===== config.mk =====
export PLATFORM = sky130hd
export DESIGN_NAME = pixel_streamer_flat
export DESIGN_NICKNAME = d
export VERILOG_FILES = /design/src/rtl/chip_pkg.sv /design/src/rtl/pixel_streamer_if.sv /design/src/rtl/pixel_streamer_beat_reg.sv /design/src/rtl/pixel_streamer.sv /design/src/flat_wrapper.sv
export SDC_FILE = /design/constraint.sdc
export NUM_CORES = 1
export LEC_CHECK = 0
export ABC_CLOCK_PERIOD_IN_PS = 1920
export BUFFER_PORTS_ARGS = -buffer_cell sky130_fd_sc_hd__buf_2
export CORE_MARGIN = 2
export CORE_UTILIZATION = 40
export DETAILED_ROUTE_END_ITERATION = 16
export GPL_TIMING_DRIVEN = 0
export PLACE_DENSITY = 0.66
export SYNTH_ARGS = -nofsm -noshare
export SYNTH_HDL_FRONTEND = slang
export SYNTH_SLANG_ARGS = --single-unit

===== constraint.sdc =====
create_clock -name clk -period 1.92 [get_ports clk]
set_input_delay 0.384 -clock clk [delete_from_list [all_inputs] [get_ports clk]]
set_output_delay 0.384 -clock clk [all_outputs]
set_load 0.01 [all_outputs]

===== src/rtl/chip_pkg.sv =====
// Frame geometry and streamer state encoding shared by the CHIP and the
// pixel streamer so both sides agree on beat count and lane width.
package chip_pkg;

  localparam int IMG_DIM    = 20;
  localparam int BIT_LENGTH = 5;
  localparam int LANES      = 5;
  localparam int BEATS      = IMG_DIM * IMG_DIM / LANES;
  localparam int WORD_W     = LANES * BIT_LENGTH;
  localparam int ADDR_W     = 7;

  typedef logic [BIT_LENGTH-1:0] pixel_t;

  typedef enum logic [2:0] {
    S_IDLE,
    S_FETCH,
    S_DRAIN,
    S_WAIT_CHIP,
    S_DONE
  } streamer_state_t;

endpackage


===== src/rtl/pixel_streamer_if.sv =====
// Pixel load link between the streamer (master) and the CHIP (slave):
// five pixel lanes, the end-of-frame marker and the CHIP's readable flag.
interface pixel_streamer_if;
  import chip_pkg::*;

  pixel_t pixel_out0;
  pixel_t pixel_out1;
  pixel_t pixel_out2;
  pixel_t pixel_out3;
  pixel_t pixel_out4;
  logic   load_end;
  logic   readable;

  modport master (
    output pixel_out0, pixel_out1, pixel_out2, pixel_out3, pixel_out4,
    output load_end,
    input  readable
  );

  modport slave (
    input  pixel_out0, pixel_out1, pixel_out2, pixel_out3, pixel_out4,
    input  load_end,
    output readable
  );

endinterface


===== src/rtl/pixel_streamer_beat_reg.sv =====
// Output beat register: aligns frame-buffer read data (one cycle after the
// read strobe) onto the pixel lanes, zero-filling every non-beat cycle.
module stream_beat_reg
  import chip_pkg::*;
(
  input  logic              clk,
  input  logic              reset,
  input  logic              beat_rd,
  input  logic              beat_last,
  input  logic [WORD_W-1:0] rdata,
  output pixel_t            pixel_out0,
  output pixel_t            pixel_out1,
  output pixel_t            pixel_out2,
  output pixel_t            pixel_out3,
  output pixel_t            pixel_out4,
  output logic              load_end
);

  logic valid_d;
  logic last_d;

  // Tracks which cycles carry returning memory data (fixed 1-cycle latency).
  always_ff @(posedge clk or negedge reset) begin
    if (!reset) begin
      valid_d <= 1'b0;
      last_d  <= 1'b0;
    end else begin
      valid_d <= beat_rd;
      last_d  <= beat_rd && beat_last;
    end
  end

  always_ff @(posedge clk or negedge reset) begin
    if (!reset) begin
      pixel_out0 <= '0;
      pixel_out1 <= '0;
      pixel_out2 <= '0;
      pixel_out3 <= '0;
      pixel_out4 <= '0;
      load_end   <= 1'b0;
    end else begin
      pixel_out0 <= valid_d ? rdata[0*BIT_LENGTH +: BIT_LENGTH] : '0;
      pixel_out1 <= valid_d ? rdata[1*BIT_LENGTH +: BIT_LENGTH] : '0;
      pixel_out2 <= valid_d ? rdata[2*BIT_LENGTH +: BIT_LENGTH] : '0;
      pixel_out3 <= valid_d ? rdata[3*BIT_LENGTH +: BIT_LENGTH] : '0;
      pixel_out4 <= valid_d ? rdata[4*BIT_LENGTH +: BIT_LENGTH] : '0;
      load_end   <= last_d;
    end
  end

endmodule


===== src/rtl/pixel_streamer.sv =====
// Streams one frame from the frame buffer to the CHIP as contiguous 5-lane
// beats, then waits for the edge result to drain and reports completion.
module pixel_streamer
  import chip_pkg::*;
#(
  parameter int WAIT_TIMEOUT = 4095
)(
  input  logic              clk,
  input  logic              reset,
  input  logic              start,
  output logic              mem_rd,
  output logic [ADDR_W-1:0] mem_addr,
  input  logic [WORD_W-1:0] mem_rdata,
  pixel_streamer_if.master  chip,
  output logic              busy,
  output logic              done,
  output logic              timeout,
  output logic [8:0]        edge_count
);

  localparam logic [ADDR_W-1:0] LAST_ADDR = ADDR_W'(BEATS - 1);
  localparam logic [11:0]       WAIT_LAST = 12'(WAIT_TIMEOUT - 1);

  streamer_state_t state;
  streamer_state_t state_next;
  logic [11:0]     wait_cnt;
  logic            readable_d;
  logic            fell;
  logic            expired;

  // A falling edge needs a high sample from an earlier WAIT_CHIP cycle.
  assign fell    = readable_d && !chip.readable;
  assign expired = (wait_cnt == WAIT_LAST);

  always_ff @(posedge clk or negedge reset) begin
    if (!reset) state <= S_IDLE;
    else        state <= state_next;
  end

  always_comb begin
    state_next = state;
    mem_rd     = 1'b0;
    busy       = 1'b1;
    done       = 1'b0;
    unique case (state)
      S_IDLE: begin
        busy = 1'b0;
        if (start) state_next = S_FETCH;
      end
      S_FETCH: begin
        mem_rd = 1'b1;
        if (mem_addr == LAST_ADDR) state_next = S_DRAIN;
      end
      S_DRAIN: begin
        if (wait_cnt[0]) state_next = S_WAIT_CHIP;
      end
      S_WAIT_CHIP: begin
        if (fell || expired) state_next = S_DONE;
      end
      S_DONE: begin
        done       = 1'b1;
        state_next = S_IDLE;
      end
      default: state_next = S_IDLE;
    endcase
  end

  // wait_cnt doubles as the two-cycle drain timer and the WAIT_CHIP timer.
  always_ff @(posedge clk or negedge reset) begin
    if (!reset) begin
      mem_addr   <= '0;
      wait_cnt   <= '0;
      readable_d <= 1'b0;
      edge_count <= '0;
      timeout    <= 1'b0;
    end else begin
      unique case (state)
        S_IDLE: begin
          if (start) begin
            edge_count <= '0;
            timeout    <= 1'b0;
          end
        end
        S_FETCH: begin
          mem_addr <= (mem_addr == LAST_ADDR) ? '0 : mem_addr + 1'b1;
        end
        S_DRAIN: begin
          wait_cnt <= wait_cnt[0] ? '0 : wait_cnt + 1'b1;
        end
        S_WAIT_CHIP: begin
          readable_d <= chip.readable;
          wait_cnt   <= wait_cnt + 1'b1;
          if (chip.readable && edge_count != 9'h1FF)
            edge_count <= edge_count + 1'b1;
          if (expired && !fell)
            timeout <= 1'b1;
        end
        S_DONE: begin
          wait_cnt   <= '0;
          readable_d <= 1'b0;
        end
        default: begin
          wait_cnt <= '0;
        end
      endcase
    end
  end

  stream_beat_reg u_beat_reg (
    .clk        (clk),
    .reset      (reset),
    .beat_rd    (mem_rd),
    .beat_last  (mem_addr == LAST_ADDR),
    .rdata      (mem_rdata),
    .pixel_out0 (chip.pixel_out0),
    .pixel_out1 (chip.pixel_out1),
    .pixel_out2 (chip.pixel_out2),
    .pixel_out3 (chip.pixel_out3),
    .pixel_out4 (chip.pixel_out4),
    .load_end   (chip.load_end)
  );

endmodule


===== src/flat_wrapper.sv =====
// flat-port wrapper written by rule: the top's interface ports become plain ports
module pixel_streamer_flat import chip_pkg::*;
#(
  parameter int WAIT_TIMEOUT = 4095
)
  (clk, reset, start, mem_rd, mem_addr, mem_rdata, busy, done, timeout, edge_count, chip_pixel_out0, chip_pixel_out1, chip_pixel_out2, chip_pixel_out3, chip_pixel_out4, chip_load_end, chip_readable);
  pixel_streamer_if chip_i ();
  input  logic clk;
  input  logic reset;
  input  logic start;
  output logic mem_rd;
  output logic [ADDR_W-1:0] mem_addr;
  input  logic [WORD_W-1:0] mem_rdata;
  output logic busy;
  output logic done;
  output logic timeout;
  output logic [8:0] edge_count;
  output wire logic [$bits(chip_i.pixel_out0)-1:0] chip_pixel_out0;
  output wire logic [$bits(chip_i.pixel_out1)-1:0] chip_pixel_out1;
  output wire logic [$bits(chip_i.pixel_out2)-1:0] chip_pixel_out2;
  output wire logic [$bits(chip_i.pixel_out3)-1:0] chip_pixel_out3;
  output wire logic [$bits(chip_i.pixel_out4)-1:0] chip_pixel_out4;
  output wire logic [$bits(chip_i.load_end)-1:0] chip_load_end;
  input wire logic [$bits(chip_i.readable)-1:0] chip_readable;
  assign chip_pixel_out0 = chip_i.pixel_out0;
  assign chip_pixel_out1 = chip_i.pixel_out1;
  assign chip_pixel_out2 = chip_i.pixel_out2;
  assign chip_pixel_out3 = chip_i.pixel_out3;
  assign chip_pixel_out4 = chip_i.pixel_out4;
  assign chip_load_end = chip_i.load_end;
  assign chip_i.readable = chip_readable;
  pixel_streamer #(.WAIT_TIMEOUT(WAIT_TIMEOUT)) u_core (.clk(clk), .reset(reset), .start(start), .mem_rd(mem_rd), .mem_addr(mem_addr), .mem_rdata(mem_rdata), .chip(chip_i), .busy(busy), .done(done), .timeout(timeout), .edge_count(edge_count));
endmodule

==> impl_metrics.py <==
metrics = {
    "global_routing": {
        "grt_use_total_pct": 17.2,
        "antenna_found_initial": 0,
        "overflow": 0,
        "grt_max_degree": 62,
        "grt_pass1_wl_um": 10000,
        "grt_pass1_vias": 2293,
    },
    "drt": {
        "drc": 0,
        "drt_pre_antenna_iters": 4,
        "routedWlPerCell_um": 13.5,
        "via_count": 2245,
        "ant_nets": 0,
        "via_per_inst": 5.21,
        "drt_wl_total_um": 5840,
        "drt_iter0_markers": 112,
    },
    "pwr": {
        "power_density_mw_per_mm2": 1320,
        "peakVddDrop_mv": 0.945,
        "power_leakage_nw": 1.65,
    },
    "worst_setup_path": {
        "cpPeakStageDelay_ns": 0.47,
        "arrival_ns": 2.26,
        "worstRegToRegCells": 8,
        "worstSetupPathType": "reg -> reg",
        "rrSetupSlack_ns": -0.07,
        "worst_setup_path_end_kind": "register",
        "crit_slowest_cell": "or4_1",
        "r2r-start": "u_core.edge_count[1]",
        "crit_path_cell_trace": "ha_4 -> nand3_2 -> nor2_2 -> ha_2 -> nand4b_1 -> a21o_4 -> or4_1 -> a21oi_1",
        "path_max_fanout": 5,
        "reg2reg_to": "u_core.edge_count[7]",
        "required_ns": 2.19,
        "start_kind": "register",
    },
    "floorplan": {
        "fp.dieW_um": 85.5,
        "fp-row-count": 29,
        "start_util_pct": 41.6,
        "io_pins": 75,
        "core-area_sq_mm": 0.00639,
        "die_area_sq_mm": 0.00731,
        "die_y_um": 85.5,
    },
    "clocking": {
        "cts_tree": "yes",
        "numCtsBuffers": 9,
        "cts_root_buf": "clkbuf_8",
        "h-tree-depth": 3,
        "cts_num_sinks": 61,
        "cts.clk_slew.worst_paths_ns": 0.08,
        "clkLatencyLatePin_ns": 0.34,
        "cts.path.max_buffers": 2,
    },
    "synthesis": {
        "avgSynthCellArea_sq_um": 10.6,
        "yosysTopAreaCell": "dfrtp_1",
        "seq_area_frac_synth_pct": 57.4,
        "synth_top_area_share_pct": 57.4,
        "synth_cell_type_count": 42,
        "synth_nets": 284,
        "postSynthCellCount": 250,
        "ys_top_cells_by_area": "dfrtp_1 57%, and2_1 6.6%, nand2_1 2.8%, o21ai_0 2.6%, ha_1 2.4%",
        "syn_area_sq_mm": 0.00266,
        "synth_seq_cells": 61,
        "yosysWarnings": 0,
    },
    "place": {
        "gp_congestion": 0.814,
        "dp_hpwl_um": 3870,
        "pre_cts_ws_ns": -0.244,
        "place_inst": 401,
        "port_buffers": 74,
    },
    "flow_run": {
        "cap_viol_max_count": 0,
    },
    "timing": {
        "fin_ws_ns": -0.0742,
        "whs_ns": 0.114,
        "worstMarginPinSlew_ns": 0.759,
        "finalCritPeriodShare_pct": 104,
        "finalHoldViolCount": 0,
        "slew_headroom_pct": 49.4,
        "clock-skew-final_ns": 0.0139,
        "drv_slew": 0,
        "rsz0062_at_grt": "yes",
        "finalSetupViolations": 3,
        "max_freq_mhz": 501,
        "min_period_ns": 1.99,
    },
    "status": {
        "outcome": "finished with violations",
        "violations": "setup timing",
    },
    "final_layout": {
        "seq_area_sq_mm": 0.00153,
        "stdcell_count": 431,
        "multi_input_area_sq_mm": 0.00112,
        "diodes": 0,
        "area_growth_pct": 30.9,
        "final_nets": 383,
        "layout-drive-gt1-share_pct": 35.6,
        "final.fill_count": 566,
    },
    "worst_hold_path": {
        "hold_class": "in -> async",
    },
}
cell usage after synthesis, drive strengths merged:
cell,n
a211oi,3
or3,4
a22o,2
nand3b,5
mux2i,1
nand2b,1
nand4b,1
a21o,3
nand4,7
or3b,2
a21oi,11
and2,28
nor3,5
nor4,1
and3,1
o311ai,1
nor2b,1
mux2,1
o21ai,14
inv,8
a21boi,1
o41ai,2
a31oi,4
xnor2,6
or4,4
nand2,20
nand3,12
ha,5
nor3b,1
nor2,13
a22oi,1
o31ai,4
a41oi,3
and4,2
clkbuf,7
buf,3
dfrtp,61
o211ai,1
worst max-delay path: cells and delay by family, from the launching register on:
kind                     cells  cell delay [ns]
AO/OA/AOI/OAI                2             0.40
adder cells (fa/ha/maj)      2             0.34
flip-flops                   1             0.41
AND/OR/NAND/NOR              4             0.77
layer usage:
layer	wire length (um)	vias to the layer above	GRT usage, %
met5	0	-	0
met4	69	0	5.63
met3	495	6	7.70
met2	2610	86	27.0
met1	2670	1070	21.3
li1	-	1083	-
metrics by stage:
step           util, %  area, sq um  power [mW]  setup TNS [ns]
2_1_floorplan        -         2670        2.85          -0.412
3_3_place_gp      49.1         3130        3.39          -0.551
3_5_place_dp      49.1         3130        3.42          -0.672
4_1_cts           53.5         3420        4.56          -0.100
5_1_grt           54.5         3480        4.95          -0.403
6_report          54.5         3480        4.60          -0.176
cell type report:
cell class / count / area share, %
buffer: 9 / 1.37
clock buffer: 10 / 3.67
clock inverter: 6 / 1.11
inverter: 8 / 0.935
multi-input combinational: 171 / 32.2
sequential: 61 / 44.0
tap: 77 / 2.77
timing repair buffer: 89 / 14.0
worst max-delay path by stage:
stage,startpoint,to,cells after the start
after floorplan,u_core.edge_count[1],u_core.edge_count[5],8
after global placement,u_core.edge_count[1],u_core.edge_count[7],8
after detailed placement,u_core.edge_count[1],u_core.edge_count[6],8
after CTS,u_core.edge_count[4],u_core.edge_count[7],7
after global routing,u_core.edge_count[4],u_core.edge_count[5],7
final,u_core.edge_count[1],u_core.edge_count[7],8
power breakdown:
part	switching [mW]	total, mW	leakage (nW)	internal, mW
Sequential	0.260	1.88	0.769	1.62
Clock	0.517	0.983	0.0824	0.466
Combinational	0.936	1.73	0.801	0.798
Total	1.71	4.60	1.65	2.88
repair_timing:
action | in CTS | in global routing
cloned | 0 | 0
hold buffers | 0 | 0
gates resized for setup | 7 | 15
setup buffers | 13 | 4
setup endpoints to repair | 6 | 17
pin swaps | 4 | 8
flip-flops by register name, indices dropped and copies added, names as in the netlist:
| name | count |
|---|---|
| u_core.edge_count | 9 |
| u_core.mem_addr | 7 |
| u_core.readable_d | 1 |
| u_core.state | 3 |
| u_core.timeout | 1 |
| u_core.u_beat_reg.last_d | 1 |
| u_core.u_beat_reg.load_end | 1 |
| u_core.u_beat_reg.pixel_out0 | 5 |
| u_core.u_beat_reg.pixel_out1 | 5 |
| u_core.u_beat_reg.pixel_out2 | 5 |
| u_core.u_beat_reg.pixel_out3 | 5 |
| u_core.u_beat_reg.pixel_out4 | 5 |
| u_core.u_beat_reg.valid_d | 1 |
| u_core.wait_cnt | 12 |
cells by family (layout without fill, tap and decap cells):
logic type                 after synthesis  in the layout  synth area share (%)
adders and majority gates                5              5                  2.35
AOI/OAI and AO/OA                       50             50                  12.2
xor gates and xnor gates                 6              6                  1.98
DFF                                     61             61                  57.4
buffers and inverters                   18            122                  2.64
and+or+nand+nor                        108            108                  22.6
muxes                                    2              2                 0.800
cell usage in the layout, fill, tap and decap left out, types with 2 or more instances in the layout:
cell	synthesis	layout
o41ai_1	2	2
buf_4	0	16
a21oi_1	11	10
and2_1	28	28
or3_1	4	3
nand3b_1	5	5
and4_1	2	2
nor3_1	5	5
clkbuf_1	7	6
or4_1	4	3
clkinv_2	0	3
nand4_1	7	7
inv_1	7	7
ha_1	5	3
nor2_1	13	12
dfrtp_2	0	3
clkinvlp_4	0	2
a31oi_1	4	4
o21ai_0	14	13
a41oi_1	3	3
or3b_4	1	2
dfrtp_1	61	58
a21o_1	2	2
buf_2	2	74
o31ai_1	4	3
xnor2_1	6	6
nand2_1	20	20
clkbuf_8	0	9
nand3_1	12	11
a22o_1	2	2
No activity file was read; power rests on OpenSTA's default activity.
